[config.mk]
export PLATFORM = sky130hd
export DESIGN_NAME = beat_tone_gen
export DESIGN_NICKNAME = d
export VERILOG_FILES = /design/src/rtl/beat_tone_gen.sv
export SDC_FILE = /design/constraint.sdc
export NUM_CORES = 1
export LEC_CHECK = 0
export BUFFER_PORTS_ARGS = -buffer_cell sky130_fd_sc_hd__buf_4
export CAP_MARGIN = 5
export CELL_PAD_IN_SITES_DETAIL_PLACEMENT = 1
export CELL_PAD_IN_SITES_GLOBAL_PLACEMENT = 2
export CORE_MARGIN = 3
export CORE_UTILIZATION = 34
export DETAILED_ROUTE_END_ITERATION = 8
export PLACE_DENSITY_LB_ADDON = 0.1
export SLEW_MARGIN = 10
export SYNTH_ARGS = -nofsm -noshare
export SYNTH_HDL_FRONTEND = slang
export SYNTH_SLANG_ARGS = --single-unit
[constraint.sdc]
create_clock -name clk -period 2.8 [get_ports clk]
set_input_delay 0.14 -clock clk [delete_from_list [all_inputs] [get_ports clk]]
set_output_delay 0.14 -clock clk [all_outputs]
set_load 0.02 [all_outputs]
[src/rtl/beat_tone_gen.sv]
// Purpose : fetch the note for the current beat from a synchronous music ROM,
//           turn it into a square-wave tone and serialize it as a
//           left-justified 16-bit stereo stream for the audio Pmod.
// Latency : beat change to note load takes 3 clk; tone to pins takes at most 512 clk.
// Backpressure: none. Beats that change during a fetch are picked up when the FSM returns to IDLE.
// Ports   : clk/reset (async active-low) | en, ibeat : player side
//           rom_addr -> / rom_data <- : music ROM, 1-cycle read
//           note_valid : 1-cycle pulse per loaded note
//           audio_mclk/sck/lrck/sdin : clk/4, clk/16, clk/512, serial data
module beat_tone_gen #(
  parameter int unsigned CLK_HZ = 100_000_000,
  parameter int unsigned DIV_W  = 22,
  parameter logic [15:0] AMP    = 16'h2000
) (
  input  logic             clk,
  input  logic             reset,
  input  logic             en,
  input  logic [11:0]      ibeat,
  output logic [11:0]      rom_addr,
  input  logic [DIV_W-1:0] rom_data,
  output logic             note_valid,
  output logic             audio_mclk,
  output logic             audio_sck,
  output logic             audio_lrck,
  output logic             audio_sdin
);

  // The serializer ratios are fixed counter taps; CLK_HZ only documents the
  // clock they were chosen for. A zero clock has no meaning.
  if (CLK_HZ == 0) begin : g_clk_hz_zero
  end

  localparam logic [15:0] NEG_AMP = ~AMP + 16'd1;

  typedef enum logic [1:0] {S_IDLE, S_REQ, S_WAIT} state_e;

  state_e state_q, state_d;

  logic [11:0]      prev_beat_q, prev_beat_d;
  logic             first_pending_q, first_pending_d;
  logic [11:0]      rom_addr_q, rom_addr_d;
  logic [DIV_W-1:0] half_period_q, half_period_d;
  logic [DIV_W-1:0] cnt_q, cnt_d;
  logic             sq_q, sq_d;
  logic             note_valid_q, note_valid_d;
  logic [8:0]       ck_q, ck_d;
  logic [15:0]      sr_q, sr_d;
  logic [15:0]      hold_q, hold_d;

  logic             beat_new;
  logic             fetch_go;
  logic             load_note;
  logic [15:0]      sample;

  // prev_beat holds the last fetched beat, so a change that arrives while a
  // fetch is in flight is still seen once the FSM is back in IDLE.
  assign beat_new = (ibeat != prev_beat_q) || first_pending_q;

  // ---------------- fetch FSM: state register ----------------
  always_ff @(posedge clk or negedge reset) begin
    if (!reset) begin
      state_q <= S_IDLE;
    end else begin
      state_q <= state_d;
    end
  end

  // ---------------- fetch FSM: next state ----------------
  always_comb begin
    state_d = state_q;
    if (!en) begin
      state_d = S_IDLE;
    end else begin
      case (state_q)
        S_IDLE:  if (beat_new) state_d = S_REQ;
        S_REQ:   state_d = S_WAIT;
        S_WAIT:  state_d = S_IDLE;
        default: state_d = S_IDLE;
      endcase
    end
  end

  // ---------------- fetch FSM: outputs ----------------
  always_comb begin
    fetch_go  = 1'b0;
    load_note = 1'b0;
    if (en) begin
      case (state_q)
        S_IDLE:  fetch_go  = beat_new;
        S_WAIT:  load_note = 1'b1;
        default: ;
      endcase
    end
  end

  // ---------------- datapath next state ----------------
  always_comb begin
    prev_beat_d     = prev_beat_q;
    first_pending_d = first_pending_q;
    rom_addr_d      = rom_addr_q;
    half_period_d   = half_period_q;
    note_valid_d    = load_note;

    if (fetch_go) begin
      rom_addr_d      = ibeat;
      prev_beat_d     = ibeat;
      first_pending_d = 1'b0;
    end
    if (load_note) begin
      half_period_d = rom_data;
    end
    // Disabling silences the tone and forces a refetch of whatever beat is
    // current when play resumes; rom_addr keeps its last value.
    if (!en) begin
      half_period_d   = '0;
      first_pending_d = 1'b1;
    end
  end

  // Tone divider: sq toggles every half_period cycles; a rest parks it at 0.
  always_comb begin
    cnt_d = cnt_q;
    sq_d  = sq_q;
    if (load_note || (half_period_q == '0)) begin
      cnt_d = '0;
      sq_d  = 1'b0;
    end else if (cnt_q == half_period_q - DIV_W'(1)) begin
      cnt_d = '0;
      sq_d  = ~sq_q;
    end else begin
      cnt_d = cnt_q + DIV_W'(1);
    end
  end

  always_comb begin
    sample = '0;
    if (en && (half_period_q != '0)) begin
      sample = sq_q ? AMP : NEG_AMP;
    end
  end

  // Serializer: one 512-cycle frame, left word in ck 0..255, right in 256..511.
  // Loads happen on the last cycle of the previous word so the MSB is on the
  // pin for the whole first sck period; shifts happen as sck falls.
  always_comb begin
    ck_d   = ck_q + 9'd1;
    hold_d = hold_q;
    sr_d   = sr_q;
    if (ck_q == 9'd511) begin
      hold_d = sample;
      sr_d   = sample;
    end else if (ck_q == 9'd255) begin
      sr_d = hold_q;
    end else if (ck_q[3:0] == 4'hF) begin
      sr_d = {sr_q[14:0], 1'b0};
    end
  end

  always_ff @(posedge clk or negedge reset) begin
    if (!reset) begin
      prev_beat_q     <= '0;
      first_pending_q <= 1'b1;
      rom_addr_q      <= '0;
      half_period_q   <= '0;
      cnt_q           <= '0;
      sq_q            <= 1'b0;
      note_valid_q    <= 1'b0;
      ck_q            <= '0;
      sr_q            <= '0;
      hold_q          <= '0;
    end else begin
      prev_beat_q     <= prev_beat_d;
      first_pending_q <= first_pending_d;
      rom_addr_q      <= rom_addr_d;
      half_period_q   <= half_period_d;
      cnt_q           <= cnt_d;
      sq_q            <= sq_d;
      note_valid_q    <= note_valid_d;
      ck_q            <= ck_d;
      sr_q            <= sr_d;
      hold_q          <= hold_d;
    end
  end

  assign rom_addr   = rom_addr_q;
  assign note_valid = note_valid_q;
  assign audio_mclk = ck_q[1];
  assign audio_sck  = ck_q[3];
  assign audio_lrck = ck_q[8];
  assign audio_sdin = sr_q[15];

endmodule

Word-level counts from Yosys, hierarchy flattened
Index checks and enable logic that the tools add are counted.

operators by class
  add/sub/neg operators = 3
  multipliers = 0
  divide/modulo/power cells = 0
  order comparisons = 0
  equal/unequal tests = 10
  shifts and indexed selects = 0
  muxes and demuxes = 20
  bitwise operators = 1
  reductions and logical operators = 8

operators with widths
  operator                                                                number
  22-bit two-way mux                                                      4
  16-bit two-way mux                                                      5
  22-bit by 1-bit adder with 22-bit output (second input constant)        1
  22-bit equality test                                                    1
  22-bit zero test                                                        1
  22-bit nonzero test                                                     1
  22-bit by 1-bit subtractor with 22-bit output (second input constant)   1
  12-bit != test                                                          1
  9-bit by 1-bit adder with 9-bit output (second input constant)          1
  9-bit by 8-bit equality test with 1-bit output (second input constant)  1
  9-bit equality test (second input constant)                             1
  1-bit two-way mux                                                       8
  4-bit equality test (second input constant)                             1
  2-bit two-way mux                                                       2
  2-bit by 1-bit != test with 1-bit output (second input constant)        2
  2-bit one-hot mux with 2 select lines                                   1
  3-bit != test (second input constant)                                   1
  3-bit nonzero test                                                      1
  2-bit by 1-bit equality test with 1-bit output (second input constant)  1
  2-bit equality test (second input constant)                             1
  2-bit zero test                                                         1
  1-bit logical OR                                                        2
  2-bit nonzero test                                                      1
  1-bit logical AND                                                       1
  1-bit inverter                                                          1

storage, ports and cells
  bits in registers = 102
  latch bits = 0
  RAM bits = 0
  bits in read-only memories = 0
  output and inout bits = 17
  word-level logic and storage cells = 52
  memories = 0

Logic depth before layout (Yosys ltp)
  depth after elaboration = 6
  depth in mapped cells = 11

Worst setup path after synthesis
No wires, ideal clock.

  path kind = register to register
  from = reg half_period_q[0]
  to = reg cnt_q[10]
  setup time = 0.136 ns
  arrival time = 2.615 ns
  data required time = 2.664 ns
  path slack = 0.049 ns
  stages on the path, launching flop included = 12
  buffers on the path = 2
  cell sequence = dfrtp_1 clkbuf_1 inv_1 ha_1 nor3b_2 nand4_1 a21oi_1 nand3_1 or4_4 a2111oi_4 buf_6 nor3_1

on the way
  cells in the longest elaborated chain, start to end = 4
  elaborated cells on any way between the ends = 6
  those cells by class = add/sub (1); eq/ne (1); mux (2); reduce/logical (2)

ends and longest elaborated chain
  element                                        RTL line  source
  start: declaration                             42        logic [DIV_W-1:0] half_period_q, half_period_d;
  start signal: assignment                       175       half_period_q <= half_period_d;
  22-bit by 1-bit subtractor with 22-bit output  127       end else if (cnt_q == half_period_q - DIV_W'(1)) begin
  22-bit equality test                           127
  22-bit two-way mux                             127
  22-bit two-way mux (*)                         124       if (load_note || (half_period_q == '0)) begin
  via cnt_d[10]                                  43        logic [DIV_W-1:0] cnt_q, cnt_d;
  end signal: assignment                         176       cnt_q <= cnt_d;
  end: declaration                               43

The timed path passes the listed nets; every way through them passes the cells marked *.
A chain may end at the register's enable or synchronous reset.

Final worst setup path
  from = reg half_period_q[2]
  to = reg cnt_q[14]

Same word-level chain as after synthesis.

==> metrics.txt <==
GR peak layer=met2; Worst Tran Pin Value=about 970 ps; FF-to-FF setup slack=100 ps; final hold violation count=0; largest net degree at the start of global routing=76; DRC=0; final layout net count=between 500 and 600; die height=116 um; Root Buffer=clkbuf_16; routing usage on met3=under 10%; final setup fails=0; CTS tree=yes; hold endpoint=half_period_q[16]; Initial Utilization=35.5%; M1 GR Usage=a little under a quarter; cells on worst reg2reg path=8; Max VDD drop=around 430 uV; final wirelength=between 10000 and 15000 um; Mean Syn Cell Area=10.4 um2; H-tree Lvls=3; Post-synth EDFFs=0; Post-synth ARST share=100%; pre-CTS setup slack=-118 ps; cts bufs inserted=9; Crit Reg-Reg Endpoint=cnt_q[14]; Hold WS=between 15 and 20 ps; TNS Setup=0 ps; met2 Resource Use GR=about 28%; die area=around 13000 um2; Hold Path Cell Cnt=2; Multi-input gate area=between 2000 and 2500 um2; crit start category=register; vias in the first global route=approximately 3500; WS Path Type=register to register; max cap viols=0; post-layout util=45.5%; Rows=39; Hold/Removal Path Class=primary input to register; Final WS setup=between 90 and 100 ps; I/O pin count=54; Tot GR Track Use=between 15 and 20%; cell taking the most area after synthesis=dfrtp_1; fillers=~1300; via count=3266; antenna violations before repair=0; Post-DRT Antenna Nets=0; Main synth FF type=dfrtp_1; # diodes=0; sequential cell area=about 1900 um2; P_leak=2.39 nW; RSZ-0062 raised after global routing=yes; hold path startpoint=rom_data[16]; worst-path maximum fanout=16; clk sinks=75; synth top area cells=dfrtp_1, xnor2_1, xor2_1; max_slew headroom=between 30% and 40%; share of layout cells above drive strength 1=29.0%; Placer Congestion=0.797; Fmax=370 MHz; iteration count of the initial detailed-routing pass=4; Synth top area share=44.9%; Mapped Nets=between 400 and 500; final worst path period share=a little over nine tenths; CP Capture Type=register; CTS max path bufs=2; final instance area=around 5300 um2; clock transition at the registers of the reported paths=approximately 60 ps; post-synthesis sequential area ratio=approximately 46%; run status=finished clean; Post-Syn Instances=398; P&R area growth vs syn=28.4%; Yosys warning total=0; DR WL/cell=between 15 and 20 um; grt total ovfl=0; placed cell count=about 600; r2r startpoint=half_period_q[2]; drt via density=between 5 and 6; skew final=around 7.1 ps; DIE WIDTH=approximately 120 um; power density over cell area=around 640 nW/um2; Distinct cells, synth=48; fin cells=approximately 630; worst endpoint required time=~3000 ps; #FFs+latches synth=75; Final min period=~2700 ps; Clk Latency, worst-skew pair=350 ps; first-pass GRT wire length=between 15000 and 20000 um; DR iter-0 viols=125; Buffers on Ports=53; Post-Syn Area=around 4000 um2; critical path arrival=approximately 2900 ps; total power=3.36 mW; total core area=around 12000 um2; max-slew violation count=0; Cell Area, Placed=approximately 4800 um2; DP HPWL=7840 um
==> timing repair <==
| action | CTS | global route |
|---|---|---|
| endpoints found under the setup margin | 17 | 23 |
| buffers inserted | 1 | 3 |
| hold buffers | 3 | 0 |
| pin swaps | 1 | 0 |
| hold endpoints to repair | 24 | 0 |
| resized for setup | 2 | 13 |
==> cell type report <==
class                           instances  share of cell area (%)
Timing Repair Buffer                   91                    13.1
Clock inverter                          6                    2.13
Multi-Input combinational cell        289                    40.5
Tap cell                              143                    3.38
Sequential cell                        75                    35.6
Inverter                               11                   0.781
Clock buffer                           10                    4.52
==> layout by cell type (no fill, tap or decap), types with 9 or more instances in the layout <==
master      n
nand3_1    17
clkbuf_16   9
xnor2_1    36
inv_1       9
a22o_1     22
nand2_1    21
mux2_2     14
xor2_1     31
dfrtp_1    71
nor3_1     33
nor2_1     19
buf_4      87
==> kinds of logic after synthesis <==
family	share of synthesized area (%)
adders and majority gates	1.52
xor gates and xnor gates	14.2
buffers and inverters	3.67
AOI/OAI and AO/OA	10.3
and+or+nand+nor	20.6
DFF	45.6
muxes	4.07
==> Yosys cell counts (3+ instances only) <==
cell      number
o21ai_0        6
xor2_1        31
ha_1           5
nor3b_1        3
and4_1         3
buf_6          3
or4_1          5
nand3_1       17
nor4_1         8
nor2_1        19
nor3_1        33
a31oi_1        7
dfrtp_1       74
nand2b_1       5
clkbuf_1      17
and3_1         8
xnor2_1       36
nand4_1        8
inv_1         11
nand2_1       21
a22o_1        22
mux2_2        14
a21oi_1        8
==> power breakdown <==
group / switching, mW / internal [mW] / total, mW
Sequential: 0.0802 / 1.16 / 1.24
Clock: 0.469 / 0.896 / 1.36
Combinational: 0.392 / 0.364 / 0.756
Total: 0.941 / 2.42 / 3.36
==> routing by layer <==
layer / share of wire [%] / vias to the layer above
met5: 0 / -
met4: 1.6 / 0
met3: 3.1 / 12
met2: 47 / 42
met1: 48 / 1616
li1: - / 1596
==> worst max-delay path, stage by stage (launching register included) <==
cell	delay (ps)
dfrtp_1	430
or4_4	580
nor3_2	210
and2_1	150
a31oi_1	100
or4_4	540
a2111oi_4	250
buf_6	240
nor3_1	80
==> state kept, by name (all words and copies together) (netlist names) <==
register / flops
hold_q: 2
rom_addr: 12
ck_q: 9
sq_q: 1
half_period_q: 22
cnt_q: 22
first_pending_q: 1
note_valid: 1
state_q: 2
sr_q: 3
==> worst max-delay path by stage <==
stage / from / end / cells past startpoint
after floorplan: half_period_q[0] / cnt_q[10] / 11
after global placement: half_period_q[1] / cnt_q[1] / 10
after detailed placement: half_period_q[1] / sq_q / 10
after CTS: half_period_q[1] / cnt_q[10] / 10
after global routing: half_period_q[0] / cnt_q[10] / 10
final: half_period_q[2] / cnt_q[14] / 8
Note: power is estimated with default switching activity, not from simulation.
